[config.mk]
export PLATFORM = sky130hd
export DESIGN_NAME = booth_seq_mult_flat
export DESIGN_NICKNAME = d
export VERILOG_FILES = /design/src/rtl/booth_pkg.sv /design/src/rtl/booth_seq_mult_if.sv /design/src/rtl/booth_enc.sv /design/src/rtl/booth_seq_mult.sv /design/src/flat_wrapper.sv
export SDC_FILE = /design/constraint.sdc
export NUM_CORES = 1
export LEC_CHECK = 0
export CELL_PAD_IN_SITES_DETAIL_PLACEMENT = 1
export CELL_PAD_IN_SITES_GLOBAL_PLACEMENT = 1
export CORE_ASPECT_RATIO = 1.2
export CORE_MARGIN = 2
export CORE_UTILIZATION = 38
export CTS_CLUSTER_DIAMETER = 120
export DETAILED_ROUTE_END_ITERATION = 7
export GPL_ROUTABILITY_DRIVEN = 0
export PLACE_DENSITY_LB_ADDON = 0.05
export SLEW_MARGIN = 20
export SYNTH_ARGS = -nofsm -noshare
export SYNTH_HDL_FRONTEND = slang
export SYNTH_SLANG_ARGS = --single-unit
[constraint.sdc]
create_clock -name clk -period 4.2 [get_ports clk]
set_input_delay 0.42 -clock clk [delete_from_list [all_inputs] [get_ports clk]]
set_output_delay 0.42 -clock clk [all_outputs]
set_load 0.005 [all_outputs]
[src/rtl/booth_pkg.sv]
// Shared definitions for the radix-4 Booth multipliers: weight codes, FSM states
// and a sign-extension helper.
package booth_pkg;

  localparam logic [2:0] W_ZERO = 3'b000;
  localparam logic [2:0] W_P1   = 3'b001;
  localparam logic [2:0] W_P2   = 3'b010;
  localparam logic [2:0] W_M1   = 3'b111;
  localparam logic [2:0] W_M2   = 3'b110;

  typedef enum logic [1:0] {
    IDLE = 2'd0,
    RUN  = 2'd1,
    DONE = 2'd2
  } state_t;

  // Sign-extends the low `width` bits of val to 64 bits.
  function automatic logic [63:0] sext_to(input logic [63:0] val, input int width);
    logic signed [63:0] t;
    t = val << (64 - width);
    return t >>> (64 - width);
  endfunction

endpackage

[src/rtl/booth_seq_mult_if.sv]
// Operand/product handshake bundle for booth_seq_mult, plus FSM state for observation.
// A transfer happens on a rising edge where valid & ready are both high; the
// sender holds its payload stable while valid is high and ready is low.
interface booth_seq_mult_if
  import booth_pkg::*;
#(
  parameter int W = 8
);
  logic           in_valid;
  logic           in_ready;
  logic [W-1:0]   a;
  logic [W-1:0]   b;
  logic           out_valid;
  logic           out_ready;
  logic [2*W-1:0] product;
  logic           busy;
  state_t         state;

  modport master (
    output in_valid, a, b, out_ready,
    input  in_ready, out_valid, product, busy, state
  );

  modport slave (
    input  in_valid, a, b, out_ready,
    output in_ready, out_valid, product, busy, state
  );
endinterface

[src/rtl/booth_enc.sv]
// Radix-4 Booth recoder: multiplier bit triple {b[2i+1], b[2i], b[2i-1]} to weight code.
module booth_enc
  import booth_pkg::*;
(
  input  logic [2:0] triple,
  output logic [2:0] code
);

  always_comb begin
    code = W_ZERO;
    case (triple)
      3'b000:  code = W_ZERO;
      3'b001:  code = W_P1;
      3'b010:  code = W_P1;
      3'b011:  code = W_P2;
      3'b100:  code = W_M2;
      3'b101:  code = W_M1;
      3'b110:  code = W_M1;
      3'b111:  code = W_ZERO;
      default: code = W_ZERO;
    endcase
  end

endmodule

[src/rtl/booth_seq_mult.sv]
// Iterative radix-4 Booth signed multiplier: one Booth digit per cycle,
// shift-accumulated into a 2W-bit product register.
module booth_seq_mult
  import booth_pkg::*;
#(
  parameter int W = 8
) (
  input  logic             clk,
  input  logic             rst_n,
  booth_seq_mult_if.slave  bus
);

  localparam int NDIG = W / 2;
  localparam int CW   = (NDIG > 1) ? $clog2(NDIG) : 1;
  localparam int PW   = 2 * W;
  localparam logic [CW-1:0] LAST = CW'(NDIG - 1);

  state_t          state;
  logic [W-1:0]    a_q;
  logic [W-1:0]    b_q;
  logic [PW-1:0]   acc;
  logic [CW-1:0]   cnt;

  logic [W:0]      b_ext;
  logic [2:0]      triple;
  logic [2:0]      code;
  logic [PW-1:0]   a_ext;
  logic [PW-1:0]   pp;
  logic [PW-1:0]   pp_sh;

  // b_ext carries the implicit b[-1] = 0 so digit i reads bits [2i+2:2i].
  assign b_ext  = {b_q, 1'b0};
  assign triple = b_ext[{cnt, 1'b0} +: 3];
  assign a_ext  = PW'(sext_to(64'(a_q), W));

  booth_enc u_enc (
    .triple (triple),
    .code   (code)
  );

  always_comb begin
    pp = '0;
    case (code)
      W_ZERO:  pp = '0;
      W_P1:    pp = a_ext;
      W_P2:    pp = a_ext << 1;
      W_M1:    pp = ~a_ext + PW'(1);
      W_M2:    pp = ~(a_ext << 1) + PW'(1);
      default: pp = '0;
    endcase
    pp_sh = pp << {cnt, 1'b0};
  end

  always_ff @(posedge clk or negedge rst_n) begin
    if (!rst_n) begin
      state <= IDLE;
      a_q   <= '0;
      b_q   <= '0;
      acc   <= '0;
      cnt   <= '0;
    end else begin
      case (state)
        IDLE: begin
          if (bus.in_valid) begin
            a_q   <= bus.a;
            b_q   <= bus.b;
            acc   <= '0;
            cnt   <= '0;
            state <= RUN;
          end
        end
        RUN: begin
          // Top digit may overflow 2W bits; modulo wrap keeps the sum exact.
          acc <= acc + pp_sh;
          cnt <= cnt + CW'(1);
          if (cnt == LAST) state <= DONE;
        end
        DONE: begin
          if (bus.out_ready) state <= IDLE;
        end
        default: state <= IDLE;
      endcase
    end
  end

  assign bus.in_ready  = (state == IDLE);
  assign bus.out_valid = (state == DONE);
  assign bus.busy      = (state == RUN) || (state == DONE);
  assign bus.product   = acc;
  assign bus.state     = state;

endmodule
[src/flat_wrapper.sv]
// flat-port wrapper written by rule: the top's interface ports become plain ports
module booth_seq_mult_flat import booth_pkg::*;
#(
  parameter int W = 8
)
  (clk, rst_n, bus_in_valid, bus_a, bus_b, bus_out_ready, bus_in_ready, bus_out_valid, bus_product, bus_busy, bus_state);
  booth_seq_mult_if #(.W(W)) bus_i ();
  input  logic clk;
  input  logic rst_n;
  input wire logic [$bits(bus_i.in_valid)-1:0] bus_in_valid;
  input wire logic [$bits(bus_i.a)-1:0] bus_a;
  input wire logic [$bits(bus_i.b)-1:0] bus_b;
  input wire logic [$bits(bus_i.out_ready)-1:0] bus_out_ready;
  output wire logic [$bits(bus_i.in_ready)-1:0] bus_in_ready;
  output wire logic [$bits(bus_i.out_valid)-1:0] bus_out_valid;
  output wire logic [$bits(bus_i.product)-1:0] bus_product;
  output wire logic [$bits(bus_i.busy)-1:0] bus_busy;
  output wire logic [$bits(bus_i.state)-1:0] bus_state;
  assign bus_i.in_valid = bus_in_valid;
  assign bus_i.a = bus_a;
  assign bus_i.b = bus_b;
  assign bus_i.out_ready = bus_out_ready;
  assign bus_in_ready = bus_i.in_ready;
  assign bus_out_valid = bus_i.out_valid;
  assign bus_product = bus_i.product;
  assign bus_busy = bus_i.busy;
  assign bus_state = bus_i.state;
  booth_seq_mult #(.W(W)) u_core (.clk(clk), .rst_n(rst_n), .bus(bus_i));
endmodule
Yosys cells after proc, flatten, opt, wreduce, memory -nomap -nowiden
Memories as Yosys holds them, arrays and structs flattened.
Cells that the tools add are included.
{"block": "classes", "shifts": 2, "eq_ne": 10, "bitwise": 2, "mux": 9, "n_addsub": 4, "reduce_logical": 6}
{"cell": "one-hot mux 16 bit (4 select lines)", "count": 1}
{"cell": "adder 16 x 1 -> 16 bit (second input constant)", "count": 2}
{"cell": "inverter 16 bit", "count": 2}
{"cell": "one-hot mux 16 bit (2 select lines)", "count": 1}
{"cell": "adder 16 bit", "count": 1}
{"cell": "2-to-1 mux 16 bit", "count": 1}
{"cell": "<< shifter 16 x 3 -> 16 bit", "count": 1}
{"cell": "indexed part select 9 x 4 -> 3 bit", "count": 1}
{"cell": "2-to-1 mux 2 bit", "count": 4}
{"cell": "equality test 3 bit (second input constant)", "count": 2}
{"cell": "one-hot mux 2 bit (3 select lines)", "count": 1}
{"cell": "equality test 2 bit (second input constant)", "count": 2}
{"cell": "inequality test 2 bit (second input constant)", "count": 2}
{"cell": "one-hot mux 2 bit (2 select lines)", "count": 1}
{"cell": "AND reduction 2 bit", "count": 2}
{"cell": "equality test 3 x 1 -> 1 bit (second input constant)", "count": 1}
{"cell": "equality test 3 x 2 -> 1 bit (second input constant)", "count": 1}
{"cell": "AND reduction 3 bit", "count": 1}
{"cell": "adder 2 x 1 -> 2 bit (second input constant)", "count": 1}
{"cell": "equality test 2 x 1 -> 1 bit (second input constant)", "count": 1}
{"cell": "zero test 2 bit", "count": 1}
{"cell": "inequality test 2 x 1 -> 1 bit (second input constant)", "count": 1}
{"cell": "nonzero test 2 bit", "count": 1}
{"cell": "logical OR 1 bit", "count": 1}
{"block": "word_totals", "n_memories": 1, "register_bits": 36, "romBits": 24, "elab_cells": 39}
{"memory": "(name not given)", "words": 8, "word_bits": 3, "rd": 1, "rd_ports_with_merged_regs": 0, "wr": 0, "line": "booth_enc.sv:11", "text": "case (triple)"}

Depth between registers and ports, before layout
Gate-level depths: netlist of run 1.
An unclocked memory read counts as a cell.
{"block": "logic_depth", "ltp_word": 7, "ltp_mapped": 24, "ltp_nobuf": 21}

Cells and area by module
Synthesis of run 1 repeated with hierarchy kept, for this count alone.
{"block": "unflattened", "cells_unflattened": 339, "area_unflattened_um2": 2962.8}
{"module": "booth_seq_mult", "seq_area_each_um2": 900.9, "cells_each": 334, "n_inst": 1, "area_each_um2": 2912.8}
{"module": "booth_enc", "seq_area_each_um2": 0.0, "cells_each": 5, "n_inst": 1, "area_each_um2": 50.0}

Least setup slack after synthesis of run 1
No wires, ideal clock.
{"block": "synth_path", "path_type": "flip-flop to flip-flop", "start": "register u_core.cnt[0]", "end": "register u_core.acc[13] (netlist: u_core.bus.product[13])", "synth_period_minus_slack_ns": 4.255, "arrival_ns": 4.125, "required_time_ns": 4.070, "path_buffers": 2, "setup_time_ns": 0.130, "path_stages_with_launch": 21, "path_slack_ns": -0.055, "cell_sequence": "dfrtp_1 > clkbuf_1 > mux4_2 > ha_1 > ha_1 > or2_1 > a21oi_1 > or2_2 > and2_1 > a22o_1 > nor2_1 > a21oi_1 > ha_1 > buf_2 > a21oi_1 > o211ai_1 > nand2_1 > o211ai_1 > o31ai_1 > xor2_1 > o21ai_1"}
{"block": "synth_via", "elab_chain_len": 7}
{"element": "from (decl)", "line": "booth_seq_mult.sv:22", "text": "logic [CW-1:0] cnt;"}
{"element": "from (signal assigned)", "line": "booth_seq_mult.sv:75", "text": "cnt <= cnt + CW'(1);"}
{"element": "indexed part select 9 x 4 -> 3 bit", "line": "booth_seq_mult.sv:33", "text": "assign triple = b_ext[{cnt, 1'b0} +: 3];"}
{"element": "memory read (8 x 3 bit)"}
{"element": "equality test 3 bit (tied with other cells)", "line": "booth_seq_mult.sv:43", "text": "case (code)"}
{"element": "one-hot mux 16 bit (4 select lines)", "line": "booth_seq_mult.sv:43"}
{"element": "<< shifter 16 x 3 -> 16 bit *", "line": "booth_seq_mult.sv:51", "text": "pp_sh = pp << {cnt, 1'b0};"}
{"element": "adder 16 bit *", "line": "booth_seq_mult.sv:74", "text": "acc <= acc + pp_sh;"}
{"element": "one-hot mux 16 bit (2 select lines) *", "line": "booth_seq_mult.sv:62", "text": "case (state)"}
{"element": "to (signal assigned)", "line": "booth_seq_mult.sv:74"}
{"element": "to (decl)", "line": "booth_seq_mult.sv:21", "text": "logic [PW-1:0] acc;"}
Mark *: on every way between the ends. The rest lies on a longest branch, timed or not.
A chain may end at the register's enable or synchronous reset.

Worst setup path in the final report of run 1
Ends and elaborated chain as after synthesis.

==> results by group, run 1 <==
Run status
  – Status: finished, final reports clean

Placed design
  – DP HPWL: 6670 µm
  – Area post-placement: 3780 µm²
  – Inst Count DP: 508
  – I/O Buffers: 40

Global route
  – Gr usage total: 21.5%
  – Largest net degree at the start of global routing: 37
  – Vias in the first global route: 3080
  – First-pass GRT wire length: 14800 µm
  – Antenna violations before repair: 0
  – GRT overflow: 0

Final layout
  – Share of cells above drive strength 1: 34.4%
  – Post-Layout Cell Count: 528
  – Layout area overhead: 44.3%
  – Number of antenna diodes: 0
  – # nets final: 483
  – Most common cell after layout, fill and taps aside: buf_4
  – Most frequent cells in the layout: 63 x buf_4, 40 x nand2_1, 39 x clkdlybuf4s50_1, 36 x dfrtp_1, 20 x ha_1
  – Final design area excluding fillers: 4270 µm²

STA
  – Hold slack: 0.235 ns
  – Hold Violations, Final: 0
  – Slew headroom: 42.3%
  – Setup repair after global routing missed its margin: true
  – Worst-case clock skew: 0.00417 ns
  – Post-layout min period: 4.14 ns
  – Worst-margin pin slew: 0.866 ns
  – Final max-slew violation count: 0
  – Peak Freq: 242 MHz
  – Final worst path period share: 98.6%
  – Setup Viol. Count Final: 0

Clock tree
  – Root Buffer: clkbuf_8
  – CTS buffer count: 5
  – Clock Sinks: 36
  – Worst-skew pair later-pin latency: 0.29 ns
  – Clock transition at path regs: 0.08 ns
  – CTS tree: yes
  – H-tree level count: 2
  – Longest Clk Path Bufs: 2
  – Hold buffers post-CTS: 0

Floorplanning
  – Rows: 35
  – Initial Util: 38.8%
  – IO Pins: 41
  – Die ar.: 8510 µm²
  – Die Ht: 101 µm
  – Core Region: 7620 µm²
  – Horiz. Die Dim: 84.5 µm

Yosys
  – Synth Instances: 340
  – Seq/Total Area, Yosys: 30.5%
  – Number of distinct library cells after synthesis: 57
  – Primary FF master, synth: dfrtp_1
  – Syn Nets: 388
  – Synth Cell Area: 2960 µm²
  – Ys Warns: 0
  – Synth Register Bits: 36
  – Synth Area per Inst: 8.70 µm²
  – Post-synth ARST share: 100%
  – Post-synth EDFFs: 0

Critical path
  – R2R Path Start: u_core.cnt[0]
  – Stages on worst setup path: 18
  – Worst endpoint required time: 4.36 ns
  – Internal reg-to-reg setup slack: 0.06 ns
  – R2r worst-path depth: 18
  – Worst R2R End: u_core.bus.product[13]
  – Critical path fanouts, max: 8
  – Cell mode on critical path: o211ai_1
  – Setup crit end: u_core.bus.product[13]
  – Top delay family on crit path: compound AO/OA/AOI/OAI gates
  – Worst Path Buf+Inv: 3
  – Worst Path Arrival: 4.30 ns
  – Slowest cell on crit path: mux4_2
  – Setup crit end kind: register
  – Crit path launch type: register
  – Setup Crit Path Kind: register to register
  – CP cell instances: mux4_2, ha_4, inv_4, ha_4, or3b_4, buf_4, a31oi_2, o21ai_1, buf_4, nor2_1, ha_1, o211ai_1, o211ai_1, nand2_1, o211ai_1, o31ai_1, xor2_1, o21ai_1
  – Origin of the worst setup path: u_core.cnt[0]
  – CP max stage delay: 0.55 ns

Route
  – Routed WL per cell: 17.7 µm
  – WL final: 9340 µm
  – Vias per cell: 5.48
  – Post-route antenna net violation count: 0
  – DR vias: 2893
  – TritonRoute pass-1 iters: 4
  – Drt initial violations: 68
  – Residual DRC: 0

Min path
  – Hold crit path type: primary input to async pin

Job
  – Maxcap violations: 0
[synth_stat cells, types with 8 or more instances]
| master | number | area share (%) |
|---|---|---|
| nand2_1 | 41 | 5.2 |
| dfrtp_1 | 36 | 30 |
| a21oi_1 | 33 | 5.6 |
| ha_1 | 27 | 11 |
| o21ai_0 | 22 | 3.7 |
| mux2_2 | 18 | 6.9 |
| inv_1 | 14 | 1.8 |
| nor2_1 | 14 | 1.8 |
| o21ai_1 | 14 | 2.4 |
| clkbuf_1 | 8 | 1.0 |
| xnor2_1 | 8 | 2.4 |
[repair_timing]
action                     in CTS  in global routing
pin swaps                       2                 22
setup buffers                   2                 10
setup endpoints to repair       9                 10
cloned                          0                  0
resized for setup              15                 58
[metal layers]
layer	GRT usage (%)	share of wire, %
met1	26.0	44
met5	0	0
met2	39.9	53
met4	5.86	1.2
met3	2.87	1.8
[state kept, by name, summed over array words and instances, names as in the netlist]
signal	count
u_core.bus.state	2
u_core.a_q	8
u_core.bus.product	16
u_core.cnt	2
u_core.b_q	8
[metrics by stage]
stage / setup slack [ns] / TNS (ns) / utilization, %
3_3_place_gp: -0.0799 / -0.336 / 49.7
4_1_cts: 0.00432 / 0 / 51.9
2_1_floorplan: 0.0561 / 0 / -
5_1_grt: -0.203 / -0.686 / 56.0
6_report: 0.0597 / 0 / 56.0
3_5_place_dp: -0.235 / -1.27 / 49.7
[worst register-to-register path, delay by kind of cell, from the launching register on]
family                   cells  cell delay (ns)
AND/OR/NAND/NOR              3             0.67
AO/OA/AOI/OAI                7             1.19
buffers and inverters        3             0.35
XOR/XNOR                     1             0.17
multiplexers                 1             0.55
flip-flops                   1             0.39
adder cells (fa/ha/maj)      3             0.68
[worst min-delay path by stage]
stage             startpoint             to  slack (ns)  cells after the start
6_report               rst_n  u_core.a_q[3]        0.24                      1
2_1_floorplan          rst_n  u_core.a_q[0]        0.12                      0
5_1_grt                rst_n  u_core.a_q[0]        0.30                      1
3_5_place_dp   u_core.b_q[5]  u_core.b_q[5]        0.49                      1
4_1_cts                rst_n  u_core.a_q[3]        0.27                      1
3_3_place_gp   u_core.b_q[1]  u_core.b_q[1]        0.49                      1
[final cells by class]
class / instances / area, µm²
fill: 882 / 3350
multi-input combinational: 273 / 2220
sequential: 36 / 901
timing repair buffer: 105 / 891
tap: 92 / 115
clock buffer: 5 / 68.8
inverter: 14 / 55.1
clock inverter: 3 / 18.8
[kinds of logic after synthesis]
family,count (synthesis),share of synthesized area [%]
muxes,24,9.31
buffers and inverters,31,4.57
DFF,36,30.5
and+or+nand+nor,93,15.5
adders and majority gates,28,12.1
xor gates and xnor gates,14,4.15
AOI/OAI and AO/OA,114,23.9
Power of run 1 is not shown: default switching activity piles up to over one toggle a cycle in this logic, so the estimate is an artifact.
==> inputs of run 2 (changes only) <==
- CTS_CLUSTER_DIAMETER: 120 -> unset
==> results of run 2 <==
Same layout as run 1: the final DEF is identical, and so are final timing and power.
Power of run 2 is left out for the same reason.
